--- src/rtl/inj_pkg.sv ---
`default_nettype none
// ============================================================================
//  Module      : inj_pkg
//  Description : Shared types, constants and the Galois LFSR step used by
//                the flit pattern injector.
//  Revision    : 1.0 - initial release
// ============================================================================
package inj_pkg;

  // Run-control states of the injector
  typedef enum logic [1:0] {
    S_IDLE = 2'd0,
    S_SEND = 2'd1,
    S_GAP  = 2'd2,
    S_DONE = 2'd3
  } inj_state_e;

  // Widest LFSR the step helper supports; narrower states are zero-extended
  localparam int c_max_w = 64;

  // Feedback mask for the default 26-bit flit (N = 13)
  localparam logic [25:0] c_default_taps = 26'h2000023;

  // One Galois step: shift right, fold the taps in when bit 0 falls out
  function automatic logic [c_max_w-1:0] lfsr_step(input logic [c_max_w-1:0] s,
                                                   input logic [c_max_w-1:0] taps);
    lfsr_step = s[0] ? ((s >> 1) ^ taps) : (s >> 1);
  endfunction

endpackage
`default_nettype wire

--- src/rtl/inj_lfsr.sv ---
`default_nettype none
// ============================================================================
//  Module      : inj_lfsr
//  Description : W-bit Galois LFSR. load reseeds to step(SEED), advance takes
//                one step. state_nxt is the value the register takes on the
//                coming edge, so the owner can register a copy in lockstep.
//                A zero SEED is replaced by 1 (all-zero state is a lock-up).
//  Revision    : 1.0 - initial release
// ============================================================================
module inj_lfsr import inj_pkg::*; #(
  parameter int           W    = 26,
  parameter logic [W-1:0] SEED = W'(1),
  parameter logic [W-1:0] TAPS = W'(c_default_taps)
) (
  input  logic         clk,
  input  logic         rst_n,
  input  logic         load,
  input  logic         advance,
  output logic [W-1:0] state_nxt
);

  localparam logic [W-1:0] c_seed = (SEED == '0) ? W'(1) : SEED;

  logic [W-1:0] lfsr_q, lfsr_d;

  function automatic logic [W-1:0] step_w(input logic [W-1:0] s);
    return W'(lfsr_step(c_max_w'(s), c_max_w'(TAPS)));
  endfunction

  // Next LFSR value: reseed has priority over stepping
  always_comb begin
    lfsr_d = lfsr_q;
    if (load) begin
      lfsr_d = step_w(c_seed);
    end else if (advance) begin
      lfsr_d = step_w(lfsr_q);
    end
  end

  // LFSR state register
  always_ff @(posedge clk) begin
    if (!rst_n) lfsr_q <= c_seed;
    else        lfsr_q <= lfsr_d;
  end

  assign state_nxt = lfsr_d;

endmodule
`default_nettype wire

--- src/rtl/flit_pattern_injector.sv ---
`default_nettype none
// ============================================================================
//  Module      : flit_pattern_injector
//  Description : Packetized pseudo-random operand source for the adder.
//                Emits NUM_PKT packets of PAYLOAD flits separated by GAP idle
//                cycles; each 2N-bit flit is split into input1 (low half) and
//                input2 (high half). All outputs are registered.
//                Optional: define INJ_STATS_EN to add stat_flits/stat_stalls.
//  Revision    : 1.0 - initial release
// ============================================================================
module flit_pattern_injector import inj_pkg::*; #(
  parameter int             N       = 13,
  parameter int             PAYLOAD = 20,
  parameter int             GAP     = 7,
  parameter int             NUM_PKT = 10,
  parameter logic [2*N-1:0] SEED    = (2*N)'(1),
  parameter logic [2*N-1:0] TAPS    = (2*N)'(c_default_taps)
) (
  input  logic         clk,
  input  logic         rst_n,
  input  logic         start,
  output logic         busy,
  output logic         done,
  output logic         out_valid,
  input  logic         out_ready,
  output logic [N-1:0] input1,
  output logic [N-1:0] input2,
  output logic         out_sof,
  output logic         out_eof
`ifdef INJ_STATS_EN
  ,
  output logic [31:0]  stat_flits,
  output logic [31:0]  stat_stalls
`endif
);

  localparam int           W           = 2 * N;
  localparam logic [W-1:0] c_one       = W'(1);
  localparam logic [W-1:0] c_last_flit = W'(PAYLOAD - 1);
  localparam logic [W-1:0] c_last_pkt  = W'(NUM_PKT - 1);
  localparam logic [W-1:0] c_gap_init  = W'(GAP - 1);

  inj_state_e   state_q, state_d;
  logic [W-1:0] flit_idx_q, flit_idx_d;
  logic [W-1:0] pkt_idx_q, pkt_idx_d;
  logic [W-1:0] gap_cnt_q, gap_cnt_d;
  logic [W-1:0] flit_q, flit_d;
  logic         out_valid_q, out_valid_d;
  logic         sof_q, sof_d;
  logic         eof_q, eof_d;
  logic         done_q, done_d;
  logic         busy_q, busy_d;
  logic         lfsr_load, lfsr_adv;
  logic [W-1:0] lfsr_nxt;
  logic         w_accept;

  assign w_accept = out_valid_q & out_ready;

  inj_lfsr #(
    .W    (W),
    .SEED (SEED),
    .TAPS (TAPS)
  ) u_lfsr (
    .clk       (clk),
    .rst_n     (rst_n),
    .load      (lfsr_load),
    .advance   (lfsr_adv),
    .state_nxt (lfsr_nxt)
  );

  // Run sequencing: next state, counters and next registered outputs
  always_comb begin
    state_d     = state_q;
    flit_idx_d  = flit_idx_q;
    pkt_idx_d   = pkt_idx_q;
    gap_cnt_d   = gap_cnt_q;
    out_valid_d = out_valid_q;
    done_d      = 1'b0;
    lfsr_load   = 1'b0;
    lfsr_adv    = 1'b0;
    case (state_q)
      S_IDLE: begin
        if (start) begin
          lfsr_load   = 1'b1;
          flit_idx_d  = '0;
          pkt_idx_d   = '0;
          out_valid_d = 1'b1;
          state_d     = S_SEND;
        end
      end
      S_SEND: begin
        if (w_accept) begin
          lfsr_adv = 1'b1;
          if (flit_idx_q == c_last_flit) begin
            flit_idx_d = '0;
            if (pkt_idx_q == c_last_pkt) begin
              out_valid_d = 1'b0;
              done_d      = 1'b1;
              state_d     = S_DONE;
            end else begin
              pkt_idx_d = pkt_idx_q + c_one;
              if (GAP != 0) begin
                out_valid_d = 1'b0;
                gap_cnt_d   = c_gap_init;
                state_d     = S_GAP;
              end
            end
          end else begin
            flit_idx_d = flit_idx_q + c_one;
          end
        end
      end
      S_GAP: begin
        if (gap_cnt_q == '0) begin
          out_valid_d = 1'b1;
          state_d     = S_SEND;
        end else begin
          gap_cnt_d = gap_cnt_q - c_one;
        end
      end
      default: begin
        state_d = S_IDLE;
      end
    endcase
    // The flit copy tracks the LFSR only when it moves, so it reads 0 after reset
    flit_d = (lfsr_load | lfsr_adv) ? lfsr_nxt : flit_q;
    sof_d  = out_valid_d & (flit_idx_d == '0);
    eof_d  = out_valid_d & (flit_idx_d == c_last_flit);
    busy_d = (state_d == S_SEND) | (state_d == S_GAP);
  end

  // State, counter and output registers
  always_ff @(posedge clk) begin
    if (!rst_n) begin
      state_q     <= S_IDLE;
      flit_idx_q  <= '0;
      pkt_idx_q   <= '0;
      gap_cnt_q   <= '0;
      flit_q      <= '0;
      out_valid_q <= 1'b0;
      sof_q       <= 1'b0;
      eof_q       <= 1'b0;
      done_q      <= 1'b0;
      busy_q      <= 1'b0;
    end else begin
      state_q     <= state_d;
      flit_idx_q  <= flit_idx_d;
      pkt_idx_q   <= pkt_idx_d;
      gap_cnt_q   <= gap_cnt_d;
      flit_q      <= flit_d;
      out_valid_q <= out_valid_d;
      sof_q       <= sof_d;
      eof_q       <= eof_d;
      done_q      <= done_d;
      busy_q      <= busy_d;
    end
  end

  assign out_valid = out_valid_q;
  assign input1    = flit_q[N-1:0];
  assign input2    = flit_q[W-1:N];
  assign out_sof   = sof_q;
  assign out_eof   = eof_q;
  assign done      = done_q;
  assign busy      = busy_q;

`ifdef INJ_STATS_EN
  logic [31:0] stat_flits_q, stat_flits_d;
  logic [31:0] stat_stalls_q, stat_stalls_d;

  // Accepted-flit and stall-cycle counters, cleared on run start, saturating
  always_comb begin
    stat_flits_d  = stat_flits_q;
    stat_stalls_d = stat_stalls_q;
    if ((state_q == S_IDLE) && start) begin
      stat_flits_d  = '0;
      stat_stalls_d = '0;
    end else begin
      if (w_accept && (stat_flits_q != '1)) begin
        stat_flits_d = stat_flits_q + 32'd1;
      end
      if (out_valid_q && !out_ready && (stat_stalls_q != '1)) begin
        stat_stalls_d = stat_stalls_q + 32'd1;
      end
    end
  end

  // Statistics registers
  always_ff @(posedge clk) begin
    if (!rst_n) begin
      stat_flits_q  <= '0;
      stat_stalls_q <= '0;
    end else begin
      stat_flits_q  <= stat_flits_d;
      stat_stalls_q <= stat_stalls_d;
    end
  end

  assign stat_flits  = stat_flits_q;
  assign stat_stalls = stat_stalls_q;
`endif

endmodule
`default_nettype wire

--- config.mk ---
export PLATFORM = sky130hd
export DESIGN_NAME = flit_pattern_injector
export DESIGN_NICKNAME = d
export VERILOG_FILES = /design/src/rtl/inj_pkg.sv /design/src/rtl/inj_lfsr.sv /design/src/rtl/flit_pattern_injector.sv
export SDC_FILE = /design/constraint.sdc
export NUM_CORES = 1
export LEC_CHECK = 0
export CAP_MARGIN = 40
export CORE_ASPECT_RATIO = 0.75
export CORE_UTILIZATION = 25
export CTS_CLUSTER_DIAMETER = 120
export DETAILED_ROUTE_END_ITERATION = 16
export GPL_TIMING_DRIVEN = 0
export MAX_ROUTING_LAYER = met4
export SLEW_MARGIN = 20
export SYNTH_ARGS = -nofsm -noshare
export SYNTH_HDL_FRONTEND = slang
export SYNTH_HIERARCHICAL = 1
export SYNTH_SLANG_ARGS = --single-unit
--- constraint.sdc ---
create_clock -name clk -period 5.3 [get_ports clk]
set_clock_uncertainty 0.2 [all_clocks]
set_input_delay 1.59 -clock clk [delete_from_list [all_inputs] [get_ports clk]]
set_output_delay 1.59 -clock clk [all_outputs]
set_load 0.1 [all_outputs]
After elaboration in Yosys (flattened, before gate mapping):

Index checks and enable logic that the tools add are counted.
W data, S select, Z words.

* flip-flop bits (word level): 137
* bits of input ports: 4
* output and inout bits: 31
* word-level logic and storage cells: 73

* add/subtract/negate cells: 3
* equal/unequal tests: 12
* muxes and demuxes: 33
* bitwise gates (word level): 6
* reduce and logical (&&, ||, !) cells: 8

Operator list (number)
* $mux W26: 14
* $pmux W26 S2: 3
* $add A26 B1 Y26 const B: 2
* $eq A26 B5 Y1 const B: 2
* $logic_not A26 Y1: 2
* $eq A26 B4 Y1 const B: 1
* $sub A26 B1 Y26 const B: 1
* $mux W1: 10
* $ne A2 B2 Y1 const B: 5
* $reduce_and A5 Y1: 2
* $mux W2: 4
* $pmux W2 S3: 1
* $eq A2 B1 Y1 const B: 2
* $eq A2 B2 Y1 const B: 2
* $not A3 Y4: 1
* $reduce_and A4 Y1: 1
* $reduce_bool A2 Y1: 2
* $and A1 B1 Y1: 3
* $pmux W1 S3: 1
* $logic_not A2 Y1: 1
* $or A1 B1 Y1: 2

Depth between registers and ports, before layout:

Gate-level depths: netlist of run 1.

* depth in word-level cells: 7
* mapped depth: 11

Cells and area by module:

Netlist of run 1, hierarchy kept.

By module, submodules not included
* flit_pattern_injector: times used 1, cells an instance 715, area an instance 5632.9 µm², sequential area each 2222.1 µm²
* inj_lfsr: times used 1, cells an instance 119, area an instance 1121.1 µm², sequential area each 520.5 µm²

Least setup slack after synthesis of run 1:

Ideal clock, no wire load.

* path type: input to register
* from: input port out_ready
* to: register gap_cnt_q[22]
* library setup time: 0.067 ns
* data arrival time: 3.410 ns
* data required time: 5.033 ns
* slack: 1.622 ns
* stages on the path: 8
* buffers on the path: 1
* cell sequence: and2_1 > nand2_1 > or4_4 > buf_6 > a21oi_4 > nand2_2 > or4_4 > a21oi_2

* word-level cells in the longest chain between the ends: 3

Ends and longest elaborated chain
* from (decl): line flit_pattern_injector.sv:25 `input logic out_ready,`
* $and A1 B1 Y1: line flit_pattern_injector.sv:57 `assign w_accept = out_valid_q & out_ready;`
* $ne A2 B2 Y1 (no source line)
* $reduce_and A5 Y1 (no source line)
* to (signal assigned): line flit_pattern_injector.sv:149 `gap_cnt_q <= gap_cnt_d;`
* to (decl): line flit_pattern_injector.sv:46 `logic [W-1:0] gap_cnt_q, gap_cnt_d;`

No other way between the ends.
A chain may end at the register's enable or synchronous reset.

Worst setup path in the final report of run 1:

* from: input port out_ready
* to: register sof_q (netlist: out_sof)

* word-level cells in the longest chain between the ends: 5
* elaborated cells on any way between the ends: 7

Ends and longest elaborated chain
* $and A1 B1 Y1 *: line flit_pattern_injector.sv:57
* $mux W26: line flit_pattern_injector.sv:92 `if (w_accept) begin`
* $pmux W26 S2: line flit_pattern_injector.sv:81 `case (state_q)`
* $logic_not A26 Y1: line flit_pattern_injector.sv:127 `sof_d = out_valid_d & (flit_idx_d == '0);`
* $and A1 B1 Y1 *: line flit_pattern_injector.sv:127
* to (signal assigned): line flit_pattern_injector.sv:141 `sof_q <= 1'b0;`
* to (signal assigned): line flit_pattern_injector.sv:152 `sof_q <= sof_d;`
* to (decl): line flit_pattern_injector.sv:49 `logic sof_q, sof_d;`

Mark *: on every way between the ends. The rest lies on a longest branch, timed or not.

==> metrics.csv, run 1 <==
metric,value,unit
worstPathArrival,4710,ps
seqCellArea,0.002743,mm²
p_leak,2.864,nW
cp_slowest_cell,nor4_1,
drtPass1Iterations,5,
cts_root_buffer,clkbuf_16,
drt_iter0_markers,605,
synthFlopType,dfxtp_1,
relSlewSlack,0.4262,
vias_per_cell,4.968,
ant_nets,0,
ctsHoldBuffers,0,
num_rows,51,
rrSetupSlack,1450,ps
outcome,"complete, no violations",
rr_startpoint,flit_idx_q[14]$_SDFF_PN0_,
ioPinCount,35,
antenna_found_initial,0,
grt_max_degree,17,
r2r_cells,9,
grt-ovfl-total,0,
path_buf_inv,2,
yosysSeqAreaShare,0.4061,
min_path_cells,2,
synth_edf_count,0,
io_buffers,34,
detailed_place_hpwl,13.39,mm
drive_gt1_frac,0.1090,
drv_cap,0,
cts_buffers,17,
coreArea,0.02623,mm²
min_to,flit_q[14]$_SDFFE_PN0P_,
cts_tree,done,
crit_top_cell,nor4_1,
clk_pin_slew,70,ps
fin_nets,932,
cpLargestDelayFamily,simple AND/OR/NAND/NOR gates,
synth_cell_types,69,
grt_pass1_wl,30.24,mm
finalSetupViolCount,0,
drt-total-wl,18.53,mm
ys_seq_elements,137,
syn_nets,843,
clock_path_buffers,2,
fmax,216.0,MHz
synth_cells,834,
grt_pass1_vias,5825,
drc_errors,0,
h-tree-depth,4,
drv_slew,0,
crit_path_max_incr_delay,600,ps
min_path_type,reg -> reg,
cp_cell_sequence,clkdlybuf4s50_1 > and4_1 > clkbuf_1 > nand3_1 > nor4_1 > xor2_1 > a22oi_1 > nand4_1 > nor4_1,
syn_to_final_growth,27.81,%
cts_setup_buffers,0,
num_antenna_cells,0,
setup_tns,0,ps
worst_hold_slack,252.6,ps
end_kind,register,
tightest_slew,839.0,ps
required,5380,ps
synth_area,0.006754,mm²
p_per_area,275.7,mW/mm²
die_y,144.3,µm
vdd_drop_max,0.1744,mV
syn_area_per_cell,8.098,µm²
hold_start,flit_q[14]$_SDFFE_PN0P_,
initial_core_util,0.2575,
via_count,6359,
cts.sink_count,137,
crit_path_start_kind,input port,
finish.utilization,0.3291,
die_w,191.8,µm
yosysWarnings,6,
crit_type,in -> reg,
rsz0062_at_grt,false,
track_usage,0.1414,
nFillCells,2714,
timing.rr.end,flit_idx_q[10]$_SDFF_PN0_,
drt-wirelength-per-cell,14.48,µm
cts-resized-gates,0,
critPathMaxFanout,10,
multi_input_area,0.003716,mm²
ys_async_sr_fraction,0,
fin_crit_sh,0.8735,
min_period,4630,ps
globalplace.congestion,0.9204,
hold_viol,0,
worstSkewPairLatency,420,ps
die_area,0.02768,mm²
[stage by stage]
step | instance area (µm²) | instances | power (mW) | setup WS (ps)
2_1_floorplan | 6754 | 834 | 1.184 | 1622
6_report | 8632 | 1280 | 2.380 | 670.3
3_5_place_dp | 8060 | 1247 | 1.255 | 351.0
3_3_place_gp | 7525 | 1212 | 1.238 | 68.64
4_1_cts | 8625 | 1279 | 2.406 | 756.3
5_1_grt | 8632 | 1280 | 2.468 | 413.9
[layout make-up]
| class | count | share of cell area |
|---|---|---|
| clock buffers | 17 | 0.04928 |
| repair buffers | 70 | 0.1023 |
| well taps | 344 | 0.04986 |
| flip-flops and latches | 137 | 0.3177 |
| inverters | 14 | 0.006088 |
| multi-input cells | 633 | 0.4305 |
| plain buffers | 50 | 0.02812 |
| clock inverters | 15 | 0.01609 |
[report_power, final]
group          internal [mW]  switching, mW  total, mW
clock                  0.654          0.490       1.14
combinational         0.0562          0.133      0.190
sequential              1.04        0.00759       1.05
[cell usage after synthesis, types with 3 or more instances]
library cell / n / area (µm²)
a211oi_1: 6 / 45.04
a21o_1: 3 / 22.52
a21oi_1: 61 / 305.3
a22oi_1: 5 / 37.54
a311oi_1: 3 / 26.28
a31oi_1: 6 / 37.54
and2_1: 5 / 31.28
and3_1: 9 / 56.30
and4_1: 7 / 61.31
buf_2: 6 / 30.03
clkbuf_1: 40 / 150.1
dfxtp_1: 137 / 2743
ha_1: 5 / 62.56
inv_1: 13 / 48.80
mux2i_1: 24 / 240.2
nand2_1: 101 / 379.1
nand2b_1: 8 / 50.05
nand3_1: 30 / 150.1
nand3b_1: 11 / 82.58
nand4_1: 25 / 156.4
nand4b_1: 3 / 26.28
nor2_1: 129 / 484.2
nor3_1: 20 / 100.1
nor3_2: 3 / 30.03
nor4_1: 17 / 106.4
nor4b_1: 5 / 43.79
o2111ai_1: 3 / 26.28
o21a_1: 3 / 22.52
o21ai_0: 24 / 120.1
o31a_1: 4 / 35.03
o31ai_1: 8 / 60.06
or3_1: 12 / 75.07
or4_1: 10 / 75.07
or4_4: 4 / 45.04
xnor2_1: 13 / 113.9
xor2_1: 29 / 254.0
[kinds of logic (layout without fill, tap and decap cells)]
group / count (synthesis) / count (layout) / synth area share
multiplexers: 24 / 24 / 0.03557
XOR/XNOR: 42 / 42 / 0.05446
AND/OR/NAND/NOR: 414 / 414 / 0.3084
adder cells (fa/ha/maj): 5 / 5 / 0.009263
buffers and inverters: 64 / 166 / 0.04372
flip-flops: 137 / 137 / 0.4061
AO/OA/AOI/OAI: 148 / 148 / 0.1425
[worst reg2reg max path, stage by stage (launching register included)]
cell and delay, ps:
dfxtp_1 300, clkbuf_1 220, or4_1 570, or4_4 480, o31ai_1 470, clkbuf_1 530, clkbuf_1 520, o21ai_0 200
a21oi_1 180, nor2_1 50
[how the worst max path moves through the flow]
stage | from | end | slack (ps) | cells after the start
CTS | out_ready | out_eof$_SDFF_PN0_ | 760 | 9
detailed placement | out_ready | out_eof$_SDFF_PN0_ | 350 | 9
global route | out_ready | out_eof$_SDFF_PN0_ | 410 | 9
finish | out_ready | out_sof$_SDFF_PN0_ | 670 | 9
floorplan | out_ready | gap_cnt_q[22]$_SDFFE_PN0P_ | 1620 | 8
global placement | out_ready | out_sof$_SDFF_PN0_ | 70 | 8
[routing by layer]
metal,vias to the layer above,track usage,share of wire
met3,17,0.03252,0.069
li1,3144,-,-
met4,0,0.03801,0.012
met1,2991,0.2015,0.50
met5,-,-,0
met2,207,0.1967,0.41
[cell usage in the layout (no fill, tap or decap), types with 5 or more instances in the layout]
cell type          n
dfxtp_1          137
nor2_1           129
nand2_1          101
a21oi_1           61
clkbuf_1          40
clkdlybuf4s50_1   34
nand3_1           30
xor2_1            29
buf_8             27
nand4_1           25
o21ai_0           24
mux2i_1           24
nor3_1            20
nor4_1            17
clkbuf_16         17
inv_1             13
xnor2_1           13
or3_1             12
nand3b_1          11
or4_1             10
buf_2             10
and3_1             9
nand2b_1           8
o31ai_1            8
and4_1             7
a31oi_1            6
a211oi_1           6
inv_6              6
and2_1             5
nor4b_1            5
a22oi_1            5
ha_1               5
[state kept, by name, indices dropped and copies added (netlist names)]
signal,count
out_valid,1
u_lfsr/lfsr_q,26
busy,1
gap_cnt_q,26
flit_idx_q,26
state_q,2
flit_q,26
pkt_idx_q,26
out_sof,1
done,1
out_eof,1
Note: power is estimated with default switching activity, not from simulation.
==> run 2, diff against run 1 <==
--- a/config.mk
+++ b/config.mk
@@ -11,6 +11,7 @@
 export CTS_CLUSTER_DIAMETER = 120
 export DETAILED_ROUTE_END_ITERATION = 16
 export GPL_TIMING_DRIVEN = 0
+export HOLD_SLACK_MARGIN = 0.02
 export MAX_ROUTING_LAYER = met4
 export SLEW_MARGIN = 20
 export SYNTH_ARGS = -nofsm -noshare
==> results of run 2 <==
No change in the layout: final DEF, timing and power equal those of run 1.
==> run 3, diff against run 2 <==
--- a/config.mk
+++ b/config.mk
@@ -10,7 +10,7 @@
 export CORE_UTILIZATION = 25
 export CTS_CLUSTER_DIAMETER = 120
 export DETAILED_ROUTE_END_ITERATION = 16
-export GPL_TIMING_DRIVEN = 0
+export GPL_TIMING_DRIVEN = 1
 export HOLD_SLACK_MARGIN = 0.02
 export MAX_ROUTING_LAYER = met4
 export SLEW_MARGIN = 20
==> metrics.csv, run 3 (synthesis results as in run 1) <==
metric,value,unit,change
min_path_type,reg -> reg,,unchanged
grt-ovfl-total,0,,unchanged
drc_errors,0,,unchanged
cts_root_buffer,clkbuf_16,,unchanged
syn_to_final_growth,27.07,%,was 27.81%
cts.sink_count,137,,unchanged
num_antenna_cells,0,,unchanged
clock_path_buffers,2,,unchanged
min_period,4221,ps,was 4630 ps
relSlewSlack,0.4203,,was 0.4262
globalplace.congestion,0.9049,,was 0.9204
setup_slack,1079,ps,was 670.3 ps
hold_viol,0,,unchanged
grt_pass1_wl,29.26,mm,was 30.24 mm
die_y,144.3,µm,unchanged
ant_nets,0,,unchanged
grt_max_degree,33,,was 17
layout_common_cells,"dfxtp_1 (137), nor2_1 (128), nand2_1 (101)",,"was dfxtp_1 (137), nor2_1 (129), nand2_1 (101)"
worst_hold_slack,252.7,ps,was 252.6 ps
worstPathArrival,4350,ps,was 4710 ps
via_count,6198,,was 6359
fin_crit_sh,0.7964,,was 0.8735
drv_slew,0,,unchanged
cts_buffers,17,,unchanged
drt_iter0_markers,677,,was 605
outcome,"complete, no violations",,unchanged
ioPinCount,35,,unchanged
cp_slowest_cell,or4_4,,was nor4_1
p_per_area,277.6,mW/mm²,was 275.7 mW/mm²
cp_cell_sequence,clkdlybuf4s50_1 > and2_1 > nand2_1 > or4_4 > a21oi_1 > nand3_1 > o21a_1 > o21ba_2,,was clkdlybuf4s50_1 > and4_1 > clkbuf_1 > nand3_1 > nor4_1 > xor2_1 > a22oi_1 > nand4_1 > nor4_1
coreArea,0.02623,mm²,unchanged
tightest_slew,861.6,ps,was 839.0 ps
cts-resized-gates,0,,unchanged
finalSetupViolCount,0,,unchanged
fin_nets,898,,was 932
io_buffers,34,,unchanged
pre_cts_ws,706.6,ps,was 351.0 ps
vdd_drop_max,0.2259,mV,was 0.1744 mV
drt-wirelength-per-cell,14.15,µm,was 14.48 µm
setup_tns,0,ps,unchanged
cts_tree,done,,unchanged
crit_type,in -> reg,,unchanged
cts_setup_buffers,0,,unchanged
clk_pin_slew,70,ps,about the same
detailed_place_hpwl,12.42,mm,was 13.39 mm
critPathMaxFanout,10,,unchanged
die_area,0.02768,mm²,unchanged
ctsHoldBuffers,0,,unchanged
p_leak,2.867,nW,was 2.864 nW
h-tree-depth,4,,unchanged
drt-total-wl,17.63,mm,was 18.53 mm
required,5430,ps,was 5380 ps
crit_path_start_kind,input port,,unchanged
final_common_cell,dfxtp_1,,unchanged
drtPass1Iterations,5,,unchanged
vias_per_cell,4.974,,was 4.968
worstSkewPairLatency,430,ps,was 420 ps
end_kind,register,,unchanged
antenna_found_initial,0,,unchanged
drv_cap,0,,unchanged
num_rows,51,,unchanged
fmax,236.9,MHz,was 216.0 MHz
cpLargestDelayFamily,simple AND/OR/NAND/NOR gates,,unchanged
initial_core_util,0.2575,,unchanged
crit_path_max_incr_delay,680,ps,was 600 ps
rsz0062_at_grt,false,,unchanged
grt_pass1_vias,5673,,was 5825
track_usage,0.1364,,was 0.1414
path_buf_inv,1,,was 2
drive_gt1_frac,0.1231,,was 0.1090
die_w,191.8,µm,unchanged
## run 3: cell types whose count changed in the layout (fill, tap and decap cells not counted), moves of 3 or more
cell and change:
buf_16 +3, buf_2 -8, buf_4 +17, clkbuf_1 -40
clkinv_2 -3, inv_8 +5
## run 3: stage by stage
step	area (µm²)	std cells	utilization	power (mW)
final	8582	1246	0.3272	2.382
after global routing	8582	1246	0.3272	2.476
after CTS	8582	1246	0.3272	2.410
after detailed placement	8008	1214	0.3053	1.253
after global placement	7422	1179	0.2830	1.234
after floorplan	6754	834	-	1.184
## run 3: metal layers
| layer | vias up | share of wire | global-route usage | wire, µm |
|---|---|---|---|---|
| li1 | 3078 | - | - | - |
| met1 | 2905 | 0.49 | 0.1894 | 8689 |
| met2 | 182 | 0.43 | 0.1942 | 7592 |
| met3 | 33 | 0.057 | 0.02863 | 1010 |
| met4 | 0 | 0.019 | 0.04595 | 337 |
| met5 | - | 0 | - | 0 |
## run 3: final timing paths
kind / slack (ps) / start / depth (start not counted) / to
hold / removal: 250 / flit_q[1]$_SDFFE_PN0P_ / 2 / flit_q[1]$_SDFFE_PN0P_
hold reg to reg: 250 / flit_q[1]$_SDFFE_PN0P_ / 2 / flit_q[1]$_SDFFE_PN0P_
setup reg to reg: 1710 / flit_idx_q[21]$_SDFF_PN0_ / 8 / out_eof$_SDFF_PN0_
setup / recovery: 1080 / out_ready / 8 / gap_cnt_q[21]$_SDFFE_PN0P_
## run 3: cell type report
class                      count  area [µm²]
fill                        2681       17640
multi-input combinational    633        3729
clock inverter                15       148.9
sequential                   137        2743
clock buffer                  17       425.4
inverter                      14       52.55
timing repair buffer          86        1054
tap                          344       430.4
## run 3: report_power, final
group          switching, mW  internal (mW)
logic                  0.127         0.0571
clock network          0.525          0.627
registers            0.00795           1.04
total                  0.660           1.72
## run 3: worst register-to-register path, cell delays in order, from the launching register on
cell       delay (ps)
dfxtp_1           380
or4_4             570
or4_4             580
o31a_1            490
buf_4             250
o311a_1           120
a2111oi_0         340
nand4_1           240
nor4_1            330
